### config.mk
export PLATFORM = sky130hd
export DESIGN_NAME = div_unit
export DESIGN_NICKNAME = d
export VERILOG_FILES = /design/src/rtl/div_unit.sv
export SDC_FILE = /design/constraint.sdc
export NUM_CORES = 1
export LEC_CHECK = 0
export CAP_MARGIN = 10
export CORE_MARGIN = 2
export CORE_UTILIZATION = 35
export CTS_BUF_LIST = sky130_fd_sc_hd__clkbuf_16
export DETAILED_ROUTE_END_ITERATION = 6
export HOLD_SLACK_MARGIN = 0.15
export RECOVER_POWER = 100
export SETUP_SLACK_MARGIN = 0.02
export SYNTH_ARGS = -nofsm -noshare
export SYNTH_HDL_FRONTEND = slang
export SYNTH_SLANG_ARGS = --single-unit
### constraint.sdc
create_clock -name clk -period 17.2 [get_ports clk]
set_input_delay 3.44 -clock clk [delete_from_list [all_inputs] [get_ports clk]]
set_output_delay 3.44 -clock clk [all_outputs]
set_load 0.1 [all_outputs]
### src/rtl/div_unit.sv
// Sequential signed divider: restoring division on operand magnitudes,
// followed by a sign fix-up step. Quotient on lo, remainder on hi.
module div_unit #(
    parameter int WIDTH = 32
) (
    input  logic             clk,
    input  logic             reset,
    input  logic             dloadab,
    input  logic             div,
    input  logic [WIDTH-1:0] a,
    input  logic [WIDTH-1:0] b,
    output logic [WIDTH-1:0] hi,
    output logic [WIDTH-1:0] lo,
    output logic             busy,
    output logic             done,
    output logic             divzero
);

    localparam int CW = $clog2(WIDTH + 1);

    typedef enum logic [1:0] {
        IDLE,
        CALC,
        FIX
    } state_t;

    state_t           state;
    logic [WIDTH-1:0] opa;
    logic [WIDTH-1:0] opb;
    logic [WIDTH-1:0] quo;
    logic [WIDTH-1:0] rem;
    logic [WIDTH-1:0] dvs;
    logic [CW-1:0]    cnt;
    logic             sign_q;
    logic             sign_r;

    logic [WIDTH-1:0] src_a;
    logic [WIDTH-1:0] src_b;
    logic [WIDTH-1:0] mag_a;
    logic [WIDTH-1:0] mag_b;
    logic [WIDTH:0]   shifted;
    logic [WIDTH:0]   trial;
    logic [WIDTH-1:0] quo_fix;
    logic [WIDTH-1:0] rem_fix;

    // Operand forwarding, magnitudes, one restoring step and sign fix-up
    always_comb begin
        src_a   = dloadab ? a : opa;
        src_b   = dloadab ? b : opb;
        mag_a   = src_a[WIDTH-1] ? ({WIDTH{1'b0}} - src_a) : src_a;
        mag_b   = src_b[WIDTH-1] ? ({WIDTH{1'b0}} - src_b) : src_b;
        shifted = {rem, quo[WIDTH-1]};
        trial   = shifted - {1'b0, dvs};
        quo_fix = sign_q ? ({WIDTH{1'b0}} - quo) : quo;
        rem_fix = sign_r ? ({WIDTH{1'b0}} - rem) : rem;
    end

    // Control FSM with registered outputs and datapath registers
    always_ff @(posedge clk or posedge reset) begin
        if (reset) begin
            state   <= IDLE;
            opa     <= '0;
            opb     <= '0;
            quo     <= '0;
            rem     <= '0;
            dvs     <= '0;
            cnt     <= '0;
            sign_q  <= 1'b0;
            sign_r  <= 1'b0;
            hi      <= '0;
            lo      <= '0;
            busy    <= 1'b0;
            done    <= 1'b0;
            divzero <= 1'b0;
        end else begin
            done <= 1'b0;
            unique case (state)
                IDLE: begin
                    if (dloadab) begin
                        opa <= a;
                        opb <= b;
                    end
                    if (div) begin
                        if (src_b == '0) begin
                            divzero <= 1'b1;
                        end else begin
                            divzero <= 1'b0;
                            sign_q  <= src_a[WIDTH-1] ^ src_b[WIDTH-1];
                            sign_r  <= src_a[WIDTH-1];
                            quo     <= mag_a;
                            dvs     <= mag_b;
                            rem     <= '0;
                            cnt     <= CW'(WIDTH);
                            busy    <= 1'b1;
                            state   <= CALC;
                        end
                    end else if (dloadab) begin
                        divzero <= 1'b0;
                    end
                end
                CALC: begin
                    if (!trial[WIDTH]) begin
                        rem <= trial[WIDTH-1:0];
                        quo <= {quo[WIDTH-2:0], 1'b1};
                    end else begin
                        rem <= shifted[WIDTH-1:0];
                        quo <= {quo[WIDTH-2:0], 1'b0};
                    end
                    cnt <= cnt - CW'(1);
                    if (cnt == CW'(1)) begin
                        state <= FIX;
                    end
                end
                FIX: begin
                    lo    <= quo_fix;
                    hi    <= rem_fix;
                    done  <= 1'b1;
                    busy  <= 1'b0;
                    state <= IDLE;
                end
                default: begin
                    state <= IDLE;
                    busy  <= 1'b0;
                end
            endcase
        end
    end

endmodule

**Word level (Yosys, flattened, before mapping)**

Cells that the tools add are included.

- Logic and storage cells: 66
- Bits of input ports: 68
- Output and inout port bits: 67
- Bits in registers: 237

- Equality and inequality tests: 6
- Add/sub/neg operators: 6
- Bitwise operators: 3
- Muxes and demuxes: 28
- Reduce and logical (&&, ||, !) cells: 9

Operators with widths:

| operator | number |
|---|---|
| two-way mux 32 bit | 11 |
| one-hot mux 32 bit (2 select lines) | 2 |
| subtractor 1 x 32 -> 32 bit (first input constant) | 4 |
| subtractor 33 x 32 -> 33 bit | 1 |
| logical NOT 32 bit | 1 |
| two-way mux 6 bit | 2 |
| one-hot mux 6 bit (2 select lines) | 1 |
| AND reduction 3 bit | 4 |
| two-way mux 1 bit | 7 |
| equality test 6 x 1 -> 1 bit (second input constant) | 1 |
| two-way mux 2 bit | 3 |
| != test 2 bit (second input constant) | 3 |
| subtractor 6 x 1 -> 6 bit (second input constant) | 1 |
| one-hot mux 2 bit (2 select lines) | 1 |
| nonzero test 2 bit | 2 |
| equality test 2 x 1 -> 1 bit (second input constant) | 1 |
| equality test 2 bit (second input constant) | 1 |
| logical NOT 2 bit | 1 |
| NOT 1 bit | 2 |
| one-hot mux 1 bit (2 select lines) | 1 |
| AND reduction 2 bit | 1 |
| bitwise XOR 1 bit | 1 |

**Longest topological paths before layout**

- Depth after elaboration: 6
- Mapped depth: 19
- Gate-level depth less buffers: 12

**Least setup slack after synthesis**

OpenSTA, ideal clock, no wires.

- Kind: input to register
- From: input dloadab
- To: register quo[4]
- Arrival time: 7,501 ps
- Cell stages on the path: 19
- Path buffers: 10
- Path slack: 9,566 ps
- Library setup time: 133 ps
- Required time: 17,067 ps
- Cells stage by stage: clkbuf_1 -> buf_2 -> buf_2 -> buf_2 -> buf_2 -> buf_2 -> buf_2 -> buf_2 -> mux2i_1 -> ha_1 -> o21ai_0 -> nor4b_1 -> nand4_1 -> nand2_1 -> buf_2 -> buf_1 -> nor3_1 -> a21oi_1 -> o21ai_0

- Cells in the longest elaborated chain, start to end: 6
- Elaborated cells on any way between the ends: 10
- Those cells by class: add/sub (1); eq/ne (1); mux (6); reduce/logical (2)

RTL lines:

| element | line | source |
|---|---|---|
| start: declaration | 8 | `input logic dloadab,` |
| two-way mux 32 bit | -- |  |
| subtractor 1 x 32 -> 32 bit | 50 | `mag_a = src_a[WIDTH-1] ? ({WIDTH{1'b0}} - src_a) : src_a;` |
| two-way mux 32 bit | 50 |  |
| two-way mux 32 bit | 84 | `if (src_b == '0) begin` |
| two-way mux 32 bit | 83 | `if (div) begin` |
| one-hot mux 32 bit (2 select lines) | 77 | `unique case (state)` |
| end signal: assignment | 90 | `quo <= mag_a;` |
| end signal: assignment | 104 | `quo <= {quo[WIDTH-2:0], 1'b1};` |
| end signal: assignment | 107 | `quo <= {quo[WIDTH-2:0], 1'b0};` |
| end: declaration | 30 | `logic [WIDTH-1:0] quo;` |

Several ways; a longest one is shown, not always the timed one. The select of a mux whose other input is x is not followed.
A chain may end at the register's enable or synchronous reset.

**Worst setup path in the final report**

- From: input dloadab
- To: register dvs[1]

- Cells in the longest elaborated chain, start to end: 4
- Elaborated cells on any way between the ends: 6
- Those cells by class: add/sub (1); mux (2); bitwise (1); reduce/logical (2)

RTL lines:

| element | line | source |
|---|---|---|
| two-way mux 32 bit (*) | -- |  |
| branches (longest 3 deep; another with subtractor 1 x 32 -> 32 bit) | -- |  |
| end signal: assignment | 91 | `dvs <= mag_b;` |
| end: declaration | 32 | `logic [WIDTH-1:0] dvs;` |

Mark *: on every way between the ends.

==> results.yml <==
place:
  gp_congestion: 0.891
  dp_hpwl_um: 27700
  dp_slack_ns: 9.77
  io_buffers: 134
power_and_ir_drop:
  power.leakage_nw: 7.36
  power_density_nw_per_um2: 220
  irDropWorstVdd_mv: 0.0751
global_route:
  grt_max_degree: 130
  track_usage_pct: 17.6
  grt_pass1_vias: 11100
  antenna_found_initial: 0
  overflow: 0
  grt_first_pass_wirelength_um: 60600
setup_path:
  reg2reg_slack_ns: 11.27
  cp_max_fo: 76
  crit_arrival_ns: 11.49
  criticalPathCategory: "input port to register"
  r2r-end: "hi[6]"
  cp_data_required_time_ns: 17.67
  r2r_start: "state[0]"
  start_kind: "input port"
  reg2reg_depth: 5
  endpoint_kind: "register"
timing:
  hold_viol_final: 0
  maxSlewHeadroom_pct: -203
  rsz0062_at_grt: "no"
  setup_viol: 0
  worst_pin_slew_ns: 4.54
  min_period_over_period_pct: 64.1
  fin_tns_setup_ns: 0
  setup_slack_ns: 6.18
  period_needed_ns: 11.02
  slew_viol_final: 654
  fin_skew_ns: 0.0296
  clock.fmax_ghz: 0.0907
floorplan:
  die_h_um: 207
  start_util_pct: 35.4
  die_area_um2: 42700
  core_um2: 40600
  rows: 74
  ioPinCount: 135
  fp.dieW_um: 207
clock_tree:
  clock-sinks: 237
  ctsHtreeMaxLevel: 1
  post_cts_buffers: 0
  cts_tree: "done"
  cts_root_buf: "clkbuf_16"
  cts.reportedPaths.clkPinSlew_ns: 0.06
  cts_buffers: 28
  clock_latency_ns: 0.57
  cts_resized: 0
  cts_hold_buf: 0
  clock_path_buffers: 3
route:
  wl_per_cell_um: 16.9
  ant_nets: 0
  vias: 11700
  viasPerCell: 5.20
  drc: 0
  drt_iter0_drc: 744
  wl_um: 37900
  drtPass1Iterations: 5
yosys:
  yosys_warnings: 0
  ys_seq_area_share_pct: 41.2
  synth.distinct_cells: 72
  synthesis.area_um2: 14400
  synth_edf_count: 0
  synth_area_per_cell_um2: 8.99
  synth.ff_latch_count: 237
  synthCells: 1600
  syn_nets: 1707
  synthArstFlopShare_pct: 100
  synth_ff_type: "dfrtp_1"
worst_hold_path:
  hold_start: "hi[29]"
  hold-path-endpoint: "hi[29]"
  hold_path.class: "register to register"
  hold_depth: 2
finish:
  n_fill_cell: 4023
  n_antenna_cell: 0
  num-nets-final: 1799
  syn2layout_area_growth_pct: 18.6
  drive_gt1_share_pct: 6.42
run_status:
  outcome: "finished with violations"
  violations: "max-capacitance violations, max-slew violations"
run:
  maxCapViolCount: 10
==> stage by stage <==
stage,util [%],std cells,total power [mW],hold slack [ns],cell area [µm²]
after floorplan,-,1600,2.66,0.442,14400
after CTS,42.1,2245,3.80,0.479,17100
after global routing,42.0,2245,4.06,0.493,17100
after global placement,39.8,2194,3.14,0.457,16200
after detailed placement,39.8,2194,3.18,0.464,16200
final,42.0,2245,3.76,0.470,17100
==> routing by layer <==
metal | up-vias | part of all wire [%] | track usage, % | wire length, µm
met2 | 254 | 41 | 25.6 | 15600
met5 | - | 0 | 0 | 0
met4 | 0 | 1.5 | 3.60 | 564
met1 | 5534 | 52 | 27.2 | 19700
met3 | 35 | 5.4 | 2.94 | 2030
li1 | 5856 | - | - | -
==> kinds of logic (layout without fill, tap and decap cells) <==
| kind of cell | count (synthesis) | in the layout | share of synthesized area, % |
|---|---|---|---|
| simple gates | 459 | 459 | 14.6 |
| compound gates | 441 | 441 | 17.9 |
| flops | 237 | 237 | 41.2 |
| xor+xnor | 150 | 150 | 9.14 |
| buf+inv | 138 | 251 | 3.81 |
| fa+ha+maj | 39 | 39 | 3.45 |
| mux | 136 | 136 | 9.84 |
==> cell usage in the layout, fill, tap and decap left out, types with 6 or more instances in the layout <==
cell,instances
a31oi_1,13
dlygate4sd3_1,68
nor3b_1,12
mux2i_1,92
clkbuf_1,8
nand2_1,216
nand4_1,7
dfrtp_1,237
clkbuf_16,29
ha_1,38
buf_4,7
xor2_1,94
clkdlybuf4s50_1,65
xnor2_1,56
nand3_1,10
a32oi_1,8
o21a_1,7
o21ai_0,211
o41ai_1,7
nor2_1,92
clkinv_1,7
o22ai_1,6
a211oi_1,6
nor4_1,6
nor3_1,50
and2_1,7
inv_1,54
or3_1,11
a22oi_1,9
mux2_2,42
nor2b_1,7
a21o_1,7
nand2b_1,8
o31ai_1,25
a21oi_1,103
==> synthesized netlist by cell type, types with 3 or more instances <==
master / n / share of area [%]
a211oi_1: 6 / 0.31
a21boi_0: 5 / 0.26
a21o_1: 8 / 0.42
a21oi_1: 103 / 3.6
a22oi_1: 9 / 0.47
a2bb2oi_1: 4 / 0.24
a31oi_1: 13 / 0.57
a32oi_1: 8 / 0.49
a41o_1: 3 / 0.21
and2_1: 8 / 0.35
and4_1: 3 / 0.18
buf_1: 9 / 0.23
buf_2: 18 / 0.63
clkbuf_1: 57 / 1.5
dfrtp_1: 237 / 41
ha_1: 38 / 3.3
inv_1: 51 / 1.3
mux2_2: 43 / 3.4
mux2i_1: 93 / 6.5
nand2_1: 217 / 5.7
nand2b_1: 8 / 0.35
nand3_1: 10 / 0.35
nand4_1: 7 / 0.30
nor2_1: 94 / 2.5
nor2b_1: 7 / 0.30
nor3_1: 50 / 1.7
nor3b_1: 12 / 0.63
nor4_1: 5 / 0.22
nor4b_1: 3 / 0.18
o211ai_1: 4 / 0.21
o21a_1: 7 / 0.37
o21ai_0: 209 / 7.3
o22ai_1: 6 / 0.26
o31ai_1: 25 / 1.3
o41ai_1: 7 / 0.43
or2_2: 5 / 0.22
or3_1: 11 / 0.48
or4_1: 5 / 0.26
xnor2_1: 56 / 3.4
xor2_1: 94 / 5.7
==> worst max-delay path by stage <==
stage | to | slack [ns] | from
after global routing | dvs[1] | 5.23 | dloadab
after CTS | quo[24] | 10.34 | dloadab
after global placement | cnt[4] | 9.83 | dloadab
after floorplan | busy | 7.26 | reset
final | dvs[1] | 6.18 | dloadab
after detailed placement | cnt[4] | 9.77 | dloadab
==> state kept, by name, indices dropped and copies added (netlist names), 2 cells and up <==
register	count
rem	32
opb	32
lo	32
cnt	6
hi	32
dvs	32
quo	32
state	2
opa	32
==> critical path, cell delays in order <==
cell and delay (ns):
clkbuf_1 2.14, clkbuf_1 2.80, nor3_1 0.08, a21oi_1 0.27
nor3_1 0.12, nand4_1 0.13, nand2_1 0.45, nor2_2 0.20
clkbuf_1 1.33, o211ai_1 0.32, o21ai_0 0.17
==> cell type report <==
class                      count  area, µm²  area share [%]
clock buffer                  29        726            4.26
inverter                      52        196            1.15
timing repair buffer         148       1410            8.29
multi-input combinational   1225       7910            46.4
tap                          532        666            3.90
sequential                   237       5930            34.8
clock inverter                22        206            1.21
==> power breakdown <==
part	internal, mW	switching (mW)	leakage, nW
registers	0.811	0.246	2.93
logic	0.774	1.32	3.96
clock network	0.363	0.243	0.469
Power figures use the tool's default switching activity.
